File: src/rtl/uart_rx.sv
// uart_rx: 8N1-style UART receiver with a mid-bit sampling counter.
// Ports:
//   clk        - system clock
//   rstb       - asynchronous active-low reset
//   rx         - serial line, idle high, asynchronous to clk
//   UART_msg   - last correctly framed data word, LSB received first
//   UART_valid - one-cycle pulse when UART_msg is updated
//   UART_err   - one-cycle pulse when the stop bit is sampled low
//   UART_busy  - high while a frame is being received
module uart_rx #(
  parameter int unsigned C_CLK_FRQ         = 100_000_000,
  parameter int unsigned C_UART_RATE       = 115200,
  parameter int unsigned C_UART_DATA_WIDTH = 8
) (
  input  logic                         clk,
  input  logic                         rstb,
  input  logic                         rx,
  output logic [C_UART_DATA_WIDTH-1:0] UART_msg,
  output logic                         UART_valid,
  output logic                         UART_err,
  output logic                         UART_busy
);

  localparam int unsigned C_BIT  = C_CLK_FRQ / C_UART_RATE;
  localparam int unsigned C_HALF = C_BIT / 2;
  localparam int unsigned CNT_W  = $clog2(C_BIT);
  localparam int unsigned DW     = C_UART_DATA_WIDTH;
  localparam int unsigned IDX_W  = (DW > 1) ? $clog2(DW) : 1;

  localparam logic [1:0] S_IDLE  = 2'd0;
  localparam logic [1:0] S_START = 2'd1;
  localparam logic [1:0] S_DATA  = 2'd2;
  localparam logic [1:0] S_STOP  = 2'd3;

  // Too few clocks per bit to place a half-bit sample point.
  if (C_BIT < 4) begin : g_bit_check
    $error("uart_rx: C_CLK_FRQ / C_UART_RATE must be at least 4");
  end

  logic [1:0]       sync;
  logic [1:0]       sync_fill;
  logic             rxs;
  logic             rxs_d;
  logic             armed;
  logic             armed_n;
  logic [1:0]       state;
  logic [1:0]       state_n;
  logic [CNT_W-1:0] cnt;
  logic [CNT_W-1:0] cnt_n;
  logic [IDX_W-1:0] idx;
  logic [IDX_W-1:0] idx_n;
  logic [DW-1:0]    sh;
  logic [DW-1:0]    sh_n;
  logic [DW-1:0]    msg_n;
  logic             valid_n;
  logic             err_n;
  logic             busy_n;

  assign rxs = sync[1];

  // Two-flop synchronizer; sync_fill marks when rxs carries a real line sample
  // rather than the reset value, so a line held low through reset never arms.
  always_ff @(posedge clk or negedge rstb) begin
    if (!rstb) begin
      sync      <= 2'b11;
      sync_fill <= 2'b00;
      rxs_d     <= 1'b1;
    end else begin
      sync      <= {sync[0], rx};
      sync_fill <= {sync_fill[0], 1'b1};
      rxs_d     <= rxs;
    end
  end

  // State and datapath registers.
  always_ff @(posedge clk or negedge rstb) begin
    if (!rstb) begin
      state      <= S_IDLE;
      armed      <= 1'b0;
      cnt        <= '0;
      idx        <= '0;
      sh         <= '0;
      UART_msg   <= '0;
      UART_valid <= 1'b0;
      UART_err   <= 1'b0;
      UART_busy  <= 1'b0;
    end else begin
      state      <= state_n;
      armed      <= armed_n;
      cnt        <= cnt_n;
      idx        <= idx_n;
      sh         <= sh_n;
      UART_msg   <= msg_n;
      UART_valid <= valid_n;
      UART_err   <= err_n;
      UART_busy  <= busy_n;
    end
  end

  // Next-state and output logic.
  always_comb begin
    state_n = state;
    cnt_n   = cnt;
    idx_n   = idx;
    sh_n    = sh;
    msg_n   = UART_msg;
    valid_n = 1'b0;
    err_n   = 1'b0;
    // A start edge is only trusted once the line has been seen high for real.
    armed_n = armed | (sync_fill[1] & rxs);

    case (state)
      S_IDLE: begin
        cnt_n = '0;
        idx_n = '0;
        if (armed && rxs_d && !rxs) begin
          state_n = S_START;
        end
      end

      S_START: begin
        if (cnt == CNT_W'(C_HALF - 1)) begin
          cnt_n   = '0;
          // Line back high at mid start bit: treat as a glitch.
          state_n = rxs ? S_IDLE : S_DATA;
        end else begin
          cnt_n = cnt + 1'b1;
        end
      end

      S_DATA: begin
        if (cnt == CNT_W'(C_BIT - 1)) begin
          cnt_n = '0;
          sh_n  = DW'({rxs, sh} >> 1);
          idx_n = idx + 1'b1;
          if (idx == IDX_W'(DW - 1)) begin
            state_n = S_STOP;
          end
        end else begin
          cnt_n = cnt + 1'b1;
        end
      end

      S_STOP: begin
        if (cnt == CNT_W'(C_BIT - 1)) begin
          cnt_n = '0;
          // Leave mid stop bit so a back-to-back start edge is not missed.
          state_n = S_IDLE;
          if (rxs) begin
            msg_n   = sh;
            valid_n = 1'b1;
          end else begin
            err_n   = 1'b1;
            armed_n = 1'b0;
          end
        end else begin
          cnt_n = cnt + 1'b1;
        end
      end

      default: begin
        state_n = S_IDLE;
        cnt_n   = '0;
        idx_n   = '0;
      end
    endcase

    busy_n = (state_n != S_IDLE);
  end

endmodule
File: config.mk
export PLATFORM = sky130hd
export DESIGN_NAME = uart_rx
export DESIGN_NICKNAME = d
export VERILOG_FILES = /design/src/rtl/uart_rx.sv
export SDC_FILE = /design/constraint.sdc
export NUM_CORES = 1
export LEC_CHECK = 0
export BUFFER_PORTS_ARGS = -buffer_cell sky130_fd_sc_hd__buf_2
export CORE_MARGIN = 2
export CORE_UTILIZATION = 55
export CTS_BUF_LIST = sky130_fd_sc_hd__clkbuf_2
export DETAILED_ROUTE_END_ITERATION = 6
export GPL_TIMING_DRIVEN = 0
export PLACE_DENSITY = 0.89
export SLEW_MARGIN = 20
export SYNTH_ARGS = -nofsm -noshare
export SYNTH_HDL_FRONTEND = slang
export SYNTH_SLANG_ARGS = --single-unit
File: constraint.sdc
create_clock -name clk -period 2.3 [get_ports clk]
set_clock_uncertainty 0.2 [all_clocks]
set_input_delay 0.46 -clock clk [delete_from_list [all_inputs] [get_ports clk]]
set_output_delay 0.46 -clock clk [all_outputs]
set_load 0.01 [all_outputs]
* After elaboration in Yosys (flattened, before gate mapping)
Index checks and enable logic that the tools add are counted.
** Word-level totals
- Logic and storage cells :: 54
- Output and inout bits :: 11
- Flip-flop bits (word level) :: 40
- Bits of input ports :: 3
** Operators by class
- Equal/unequal tests :: 7
- Add/sub/neg operators :: 2
- Reduce and logical (&&, ||, !) cells :: 10
- Bitwise logic cells :: 2
- Mux-type cells :: 21
** Operators by type and width (number)
- $pmux W10 S3 :: 1
- $mux W10 :: 2
- $mux W2 :: 6
- $add A10 B1 Y10 const B :: 1
- $eq A10 B10 Y1 const B :: 1
- $eq A10 B9 Y1 const B :: 1
- $mux W1 :: 9
- $pmux W2 S4 :: 1
- $pmux W3 S2 :: 1
- $eq A2 B2 Y1 const B :: 2
- $reduce_and A2 Y1 :: 2
- $reduce_bool A2 Y1 :: 2
- $add A3 B1 Y3 const B :: 1
- $eq A3 B3 Y1 const B :: 1
- $mux W3 :: 1
- $reduce_and A3 Y1 :: 1
- $eq A2 B1 Y1 const B :: 1
- $logic_and A1 B1 Y1 :: 2
- $logic_not A2 Y1 :: 1
- $ne A2 B2 Y1 const B :: 1
- $reduce_or A2 Y1 :: 1
- $and A1 B1 Y1 :: 1
- $logic_not A1 Y1 :: 1
- $or A1 B1 Y1 :: 1

* Logic depth before layout (Yosys ltp)
Gate-level depths: netlist of the first run.
- Depth in word-level cells :: 5
- Depth in mapped cells :: 6
- Depth with buffers taken out :: 6

* Worst setup path before layout of the first run
Ideal clock, no wire load.
- Path type :: register to register
- Start :: reg cnt[2]
- End :: reg sh[0]
- Period minus slack after synthesis :: 2345 ps
- Library setup time :: 125 ps
- Arrival time :: 2020 ps
- Data required time :: 1975 ps
- Path buffers :: 1
- Cell stages (with the launch flop) :: 6
- Setup slack :: -45 ps
- Cell sequence :: dfrtp_1 -> or3b_4 -> or3_1 -> buf_6 -> nor3b_4 -> mux2_2
** On the way
- Word-level cells in the longest chain between the ends :: 2
** Ends and longest elaborated chain
- start: declaration :: line 48 : logic [CNT_W-1:0] cnt;
- start signal: assignment :: line 90 : cnt <= cnt_n;
- $eq A10 B10 Y1 :: line 132 : if (cnt == CNT_W'(C_BIT - 1)) begin
- $reduce_and A2 Y1 (no source line)
- end signal: assignment :: line 92 : sh <= sh_n;
- end: declaration :: line 52 : logic [DW-1:0] sh;
Every way passes these cells.
A chain may end at the register's enable or synchronous reset.

* Worst setup path in the final report of the first run
- Start :: reg cnt[2]
- End :: reg sh[6]
The elaborated chain is that of the path after synthesis.

==> out/qor.yml, run 1 <==
fin_nets: 166
fin_tns_setup_ns: 0
final.period_utilization_pct: 98.9
cts-root-buf: "clkbuf_2"
ant_nets: 0
dpl.cell_count: 178
synthArstFlopShare_pct: 100
synth_edf_count: 0
io_pins: 14
synthesis.area_um2: 1690
port_buffers: 13
share_comb_of_total_power_pct: 16.7
area_growth_pct: 16.3
antenna_found_initial: 0
finalHoldViolCount: 0
path_cells: "or3b_4 > or3_4 > nor3b_4 > buf_6 > mux2_4"
holdPathStages: 0
grt_max_degree: 41
r2r_start: "cnt[2]"
cp_slowest_stage_delay_ns: 0.44
layout-drive-gt1-share_pct: 35.6
h-tree-depth: 2
clock_path_buffers: 2
p_seq_share_pct: 60.9
ff2ff_path_depth: 5
cp_data_required_time_ns: 2.41
multiInputGateArea_um2: 711
regArea_um2: 1000
grt.overflow.total: 0
crit_family: "simple AND/OR/NAND/NOR gates"
r2r_end: "sh[6]"
total_leakage_power_nw: 0.971
drt-total-wl_um: 3210
p_int_w: 0.000951
crit_slowest_cell: "or3_4"
synth_top_area_share_pct: 54.9
critPathKind: "reg -> reg"
syn_avg_cell_area_um2: 12.8
clkPwrFrac_pct: 22.4
synth-warning-count: 0
num_antenna_cells: 0
status: "finished, final reports clean"
routabilityCongestion: 0.732
track_usage_pct: 20.2
path_clk_slew_ns: 0.19
min_to: "sync[1]"
r2r_setup_slack_ns: 0.03
dp_slack_ns: -0.226
worst_skew_pair.late_latency_ns: 0.41
drtIter0Drc: 55
slew_violations: 0
ir_worst_vdd_mv: 0.494
rsz0062_at_grt: "yes"
coreArea_um2: 2980
drtPass1Iterations: 4
period_needed_ns: 2.27
power_density_nw_per_um2: 698
clock-sinks: 40
finalWorstSetupSlack_ns: 0.0257
arrival_ns: 2.39
p_total_w: 0.00137
cts_buffers: 5
synth_seq_cells: 40
dp_hpwl_um: 2080
tightest_slew_ns: 0.861
netlist.top_cell.by_area: "dfrtp_1"
synthFlopType: "dfrtp_1"
setup_viol: 0
slew_headroom_pct: 42.6
worstPathMaxFanout: 7
nFillCells: 212
via_per_inst: 5.93
hp-class: "reg -> reg"
ys_types: 33
stdcell_count: 193
grt_pass1_vias: 1117
grt_pass1_wl_um: 5120
min_from: "sync[0]"
initial_core_util_pct: 56.7
syn_inst: 132
cts_tree: "yes"
die_x_um: 59.4
netSwitchingFraction_pct: 30.6
synthTopCellsByArea: "dfrtp_1, mux2_2, dfstp_2"
rows: 20
end_kind: "register"
path_buf_inv: 1
start_kind: "register"
die-area_um2: 3530
max-cap-violations: 0
ys_seq_area_share_pct: 59.5
wire_per_inst_um: 16.6
syn_nets: 139
drc: 0
switchingPower_w: 0.000419
final_util_pct: 65.9
die_height_um: 59.4
vias: 1144
fmax_mhz: 440
## worst reg2reg max path: stages (launching register included)
cell	delay (ns)
dfrtp_1	0.43
or3b_4	0.43
or3_4	0.44
nor3b_4	0.22
buf_6	0.18
mux2_4	0.31
## per-stage QoR
stage               instance area [um2]  hold WS, ns
finish                             1960        0.171
global route                       1960        0.179
CTS                                1930        0.172
detailed placement                 1790        0.149
global placement                   1790        0.132
floorplan                          1690      -0.0356
## cell usage in the layout (no fill, tap or decap), drive strengths merged, types with 3 or more instances in the layout
cell type   n
nor2       13
ha          4
dfstp       3
nand2       8
mux2       17
nor4        3
inv         3
nor3        4
xnor2       3
buf        22
o21ai       3
clkbuf      6
dfrtp      37
a22o        5
xor2        5
## sequential cells by signal (all words and copies together), names as in the netlist, 2 cells and up
signal and flops:
state 2, idx 3, sync 2, cnt 10, sync_fill 2, sh 8, UART_msg 8
## how the worst max path moves through the flow
| stage | start | slack (ns) | to | cells past startpoint |
|---|---|---|---|---|
| 2_1_floorplan | cnt[2] | -0.04 | sh[0] | 5 |
| 3_3_place_gp | cnt[2] | -0.15 | sh[6] | 5 |
| 6_report | cnt[2] | 0.03 | sh[6] | 5 |
| 4_1_cts | cnt[3] | -0.02 | sh[3] | 6 |
| 5_1_grt | cnt[2] | -0.07 | UART_msg[6] | 4 |
| 3_5_place_dp | cnt[2] | -0.23 | sh[5] | 5 |
## cells in the mapped netlist, types with 2 or more instances
library cell and n:
a22o_1 5, nand2_1 8, dfstp_2 3, inv_1 3, nor2_1 13, nand2b_1 2
o21a_1 2, clkbuf_1 2, xnor2_1 3, nor3_1 4, nor4_1 3, dfrtp_1 37
mux2_2 17, ha_1 4, o21ai_0 3, nand3_1 2, xor2_1 5
## what timing repair did
| item | CTS | global route |
|---|---|---|
| setup endpoints to repair | 16 | 26 |
| endpoints found under the hold margin | 38 | 0 |
| gates resized for setup | 6 | 8 |
| setup buffers | 7 | 1 |
| hold buffers | 2 | 0 |
| pin swaps | 3 | 3 |
## kinds of logic after synthesis
logic type	share of synthesized area, %
AND/OR/NAND/NOR	13.1
flip-flops	59.5
multiplexers	11.3
AO/OA/AOI/OAI	6.67
XOR/XNOR	4.15
buffers and inverters	2.00
adder cells (fa/ha/maj)	2.97
other	0.222
## layout make-up
cell class	count	area share, %
plain buffers	1	0.191
clock buffers	6	1.53
clock inverters	2	0.637
inverters	3	0.574
multi-input cells	85	36.2
flip-flops and latches	40	51.2
well taps	33	2.10
repair buffers	23	7.58
## metal layers
metal	vias up	track usage (%)	wire, um
met2	38	31.2	1640
met3	10	4.80	161
met1	578	25.8	1330
met5	-	0	0
met4	0	11.7	78
li1	518	-	-
## power groups by stage
stage | logic [W] | registers, W | clock network [W]
2_1_floorplan | 0.000123 | 0.000838 | 0
3_3_place_gp | 0.000152 | 0.000849 | 0
3_5_place_dp | 0.000173 | 0.000859 | 0
4_1_cts | 0.000227 | 0.000832 | 0.000311
5_1_grt | 0.000257 | 0.000843 | 0.000337
6_report | 0.000229 | 0.000834 | 0.000307
Note: power is estimated with default switching activity, not from simulation.
==> inputs of run 2 (changes only) <==
Settings changed: MAX_ROUTING_LAYER set to met4.
==> run 2 against run 1 <==
First-iteration DRC count shrank 22%. Critical path depth did not move. Global-route usage increased by 0.61 points. Sequential power about the same. Final cell count did not move. Sequential share of layout area did not move. Combinational power about the same. Wire length decreased by 0.19%. Hold slack got worse by 0.00060 ns. Maximum frequency down 0.82%. Via count is 1.8% lower. Largest cell class unchanged.
==> out/qor.yml, run 2 (same netlist as run 1, synthesis figures left out) <==
arrival_ns: 2.40
path_cells: "or3b_4 > or3_4 > nor3b_4 > buf_6 > mux2_4"
regMostFlops: "cnt"
m1WireLength_um: 1370
cp_data_required_time_ns: 2.41
worst_skew_pair.late_latency_ns: 0.41
grt_pass1_wl_um: 5110
largest_reg_flops: 10
top_layer_used: "met4"
layout-drive-gt1-share_pct: 35.6
clock-sinks: 40
ant_nets: 0
num_antenna_cells: 0
grt.overflow.total: 0
die_height_um: 59.4
vias: 1123
grt_max_degree: 41
hold_ws_ns: 0.171
drtIter0Drc: 43
drt-total-wl_um: 3210
cts-root-buf: "clkbuf_2"
critPathKind: "reg -> reg"
worstPathMaxFanout: 7
io_pins: 14
multiInputGateArea_um2: 711
end_kind: "register"
power_density_nw_per_um2: 698
track_usage_pct: 20.8
largestRegisters: "cnt x10, UART_msg x8, sh x8"
ir_worst_vdd_mv: 0.505
finalWorstSetupSlack_ns: 0.00686
nFillCells: 212
grt_pass1_vias: 1117
dp_slack_ns: -0.226
rsz0062_at_grt: "yes"
final.period_utilization_pct: 99.7
finalHoldViolCount: 0
path_buf_inv: 1
cts_buffers: 5
area_growth_pct: 16.3
port_buffers: 13
status: "finished, final reports clean"
crit_slowest_cell: "or3_4"
wire_per_inst_um: 16.6
period_needed_ns: 2.29
total_leakage_power_nw: 0.971
antenna_found_initial: 0
start_kind: "register"
routabilityCongestion: 0.741
coreArea_um2: 2980
rows: 20
slew_headroom_pct: 43.0
h-tree-depth: 2
max-cap-violations: 0
p_total_w: 0.00137
drc: 0
layout_commonest_cell: "dfrtp_1"
fmax_mhz: 436
tightest_slew_ns: 0.854
crit_family: "simple AND/OR/NAND/NOR gates"
cp_slowest_stage_delay_ns: 0.44
fin_tns_setup_ns: 0
dr_wl_met3_um: 113
via_per_inst: 5.82
fin_nets: 166
regArea_um2: 1000
wl_met2_um: 1650
die_x_um: 59.4
most-common-layout-cells: "dfrtp_1, nor2_1, buf_2"
drtPass1Iterations: 4
initial_core_util_pct: 56.7
cts_tree: "yes"
setup_viol: 0
clock_path_buffers: 2
slew_violations: 0
die-area_um2: 3530
hp-class: "reg -> reg"
dp_hpwl_um: 2080
path_clk_slew_ns: 0.18
==> run 2: cell counts in the layout (fill, tap and decap cells not counted) <==
No cell type changed its count.
==> run 2: worst paths after layout <==
| kind | start | end | slack [ns] | cells past startpoint |
|---|---|---|---|---|
| max in group asynchronous | rstb | cnt[5] | 0.90 | 2 |
| worst max register to register | cnt[2] | sh[6] | 0.007 | 5 |
| worst max-delay path | cnt[2] | sh[6] | 0.007 | 5 |
| min in group asynchronous | rstb | sh[4] | 0.47 | 2 |
| worst min-delay path | sync[0] | sync[1] | 0.17 | 0 |
| worst min register to register | sync[0] | sync[1] | 0.17 | 0 |
==> run 2: worst register-to-register path, cell delays in order (launching register included) <==
cell	delay, ns
dfrtp_1	0.43
or3b_4	0.43
or3_4	0.44
nor3b_4	0.22
buf_6	0.18
mux2_4	0.31
==> run 2: per-stage QoR <==
step,std cells,utilization (%),cell area (um2)
2_1_floorplan,132,-,1690
3_3_place_gp,178,60.3,1790
3_5_place_dp,178,60.3,1790
4_1_cts,195,65.0,1930
5_1_grt,193,65.9,1960
6_report,193,65.9,1960
==> run 2: power breakdown <==
group          internal (W)  leakage, nW  switching (W)
logic              0.000104        0.427       0.000125
registers          0.000770        0.515      0.0000639
clock network     0.0000774       0.0290       0.000231
total              0.000951        0.971       0.000420
==> run 2: repair_timing <==
action | CTS | global route
setup buffers | 7 | 1
endpoints found under the setup margin | 16 | 26
pin swaps | 3 | 3
resized for setup | 6 | 8
endpoints found under the hold margin | 38 | 0
hold buffers | 2 | 0
==> run 2: cell type report <==
cell class | instances | share of cell area (%)
well taps | 33 | 2.10
plain buffers | 1 | 0.191
inverters | 3 | 0.574
flip-flops and latches | 40 | 51.2
clock inverters | 2 | 0.637
clock buffers | 6 | 1.53
multi-input cells | 85 | 36.2
repair buffers | 23 | 7.58
==> run 2: metal layers <==
metal | GRT usage [%] | up-vias
li1 | - | 518
met1 | 25.8 | 574
met2 | 31.2 | 24
met3 | 4.80 | 7
met4 | 11.7 | 0
met5 | - | -
==> inputs of run 3 (changes only) <==
Settings changed: CORE_UTILIZATION 55 to 50, PLACE_DENSITY 0.89 to 0.83.
==> run 3 against run 2 <==
Sequential share of layout area is 1.2 points lower. Final cell count is 8.3% higher. Via count is 1.5% lower. Clock power is 35% higher. Design area is 2.4% higher. Largest cell class unchanged. Largest power group unchanged.
==> out/qor.yml, run 3 (same netlist as run 1, synthesis figures left out) <==
status: "finished, final reports clean"
grt_pass1_wl_um: 4950
ant_nets: 0
antenna_found_initial: 0
drt-total-wl_um: 2940
drc: 0
dp_hpwl_um: 1880
p_seq_share_pct: 54.8
r2r_setup_slack_ns: 0.07
slew_headroom_pct: 44.0
grt_max_degree: 41
max-cap-violations: 0
cts_tree: "yes"
period_needed_ns: 2.23
nFillCells: 248
via_per_inst: 5.29
power_density_nw_per_um2: 752
worstPathMaxFanout: 8
end_kind: "register"
io_pins: 14
die_x_um: 62.1
die_height_um: 62.1
tightest_slew_ns: 0.840
clkPwrFrac_pct: 27.5
multiInputGateArea_um2: 682
clock-sinks: 40
track_usage_pct: 17.1
grt_pass1_vias: 1052
fmax_mhz: 448
drtIter0Drc: 51
regMostFlops: "cnt"
dp_slack_ns: -0.202
netSwitchingFraction_pct: 28.0
rows: 21
port_buffers: 13
cts-root-buf: "clkbuf_2"
area_growth_pct: 19.1
initial_core_util_pct: 51.4
cts_buffers: 5
fin_nets: 169
most-common-layout-cells: "dfrtp_1, mux2_2, nor2_1, buf_2, buf_4"
hp-class: "reg -> reg"
setup_viol: 0
wire_per_inst_um: 14.1
total_leakage_power_nw: 0.989
share_comb_of_total_power_pct: 17.7
largest_reg_flops: 10
coreArea_um2: 3280
finalWorstSetupSlack_ns: 0.0661
final.period_utilization_pct: 97.1
h-tree-depth: 2
grt.overflow.total: 0
routabilityCongestion: 0.860
regArea_um2: 1000
clock_path_buffers: 2
path_clk_slew_ns: 0.20
vias: 1106
die-area_um2: 3860
drtPass1Iterations: 4
p_int_w: 0.00109
critPathKind: "reg -> reg"
layout_commonest_cell: "dfrtp_1"
hold_ws_ns: 0.169
num_antenna_cells: 0
switchingPower_w: 0.000424
largestRegisters: "cnt x10, UART_msg x8, sh x8"
final_util_pct: 61.2
finalHoldViolCount: 0
slew_violations: 0
layout-drive-gt1-share_pct: 36.8
start_kind: "register"
fin_tns_setup_ns: 0
worst_skew_pair.late_latency_ns: 0.39
cp_data_required_time_ns: 2.39
ir_worst_vdd_mv: 0.389
arrival_ns: 2.32
==> run 3: cell count changes in the layout (fill, tap and decap cells not counted), sizes merged <==
cell	previous run	this run
clkinv	1	0
inv	3	4
buf	22	25
bufinv	0	1
clkbuf	6	5
==> run 3: repair_timing <==
item,in CTS,in global routing
pin swaps,3,3
resized for setup,3,3
gates cloned,0,0
hold buffers,2,0
buffers inserted,6,5
hold endpoints to repair,38,0
endpoints found under the setup margin,17,28
==> run 3: area by class of cell <==
cell class | count | share of cell area [%]
clock inverters | 3 | 2.30
inverters | 3 | 0.560
flip-flops and latches | 40 | 50.0
clock buffers | 5 | 1.24
repair buffers | 26 | 8.96
multi-input cells | 85 | 33.9
plain buffers | 1 | 0.187
well taps | 46 | 2.86
==> run 3: power groups by stage <==
stage | sequential [W] | combinational [W] | clock, W
2_1_floorplan | 0.000838 | 0.000123 | 0
3_3_place_gp | 0.000848 | 0.000152 | 0
3_5_place_dp | 0.000855 | 0.000166 | 0
4_1_cts | 0.000829 | 0.000211 | 0.000427
5_1_grt | 0.000839 | 0.000296 | 0.000466
6_report | 0.000829 | 0.000267 | 0.000416
==> run 3: final timing paths <==
| check | from | end | cells after the start |
|---|---|---|---|
| max | cnt[2] | sh[6] | 5 |
| max in group asynchronous | rstb | cnt[7] | 2 |
| max reg2reg | cnt[2] | sh[6] | 5 |
| min | sync[1] | rxs_d | 0 |
| min reg2reg | sync[1] | rxs_d | 0 |
| min in group asynchronous | rstb | state[0] | 2 |
==> run 3: critical path: stages, from the launching register on <==
cell and delay (ns):
dfrtp_1 0.43, or3b_4 0.41, or3_1 0.39, nor3b_4 0.23
buf_12 0.15, mux2_2 0.33
==> run 3: per-layer routing <==
metal  track usage, %  wire length [um]
met3             3.80               125
met5                -                 0
met1             20.3              1260
met2             26.9              1480
met4             10.0                78
==> run 3: through the flow <==
stage                     power (W)  std cells  area [um2]
after floorplan            0.000961        132        1690
after global placement      0.00100        191        1810
after detailed placement    0.00102        191        1810
after CTS                   0.00147        207        1980
after global routing        0.00160        209        2010
final                       0.00151        209        2010
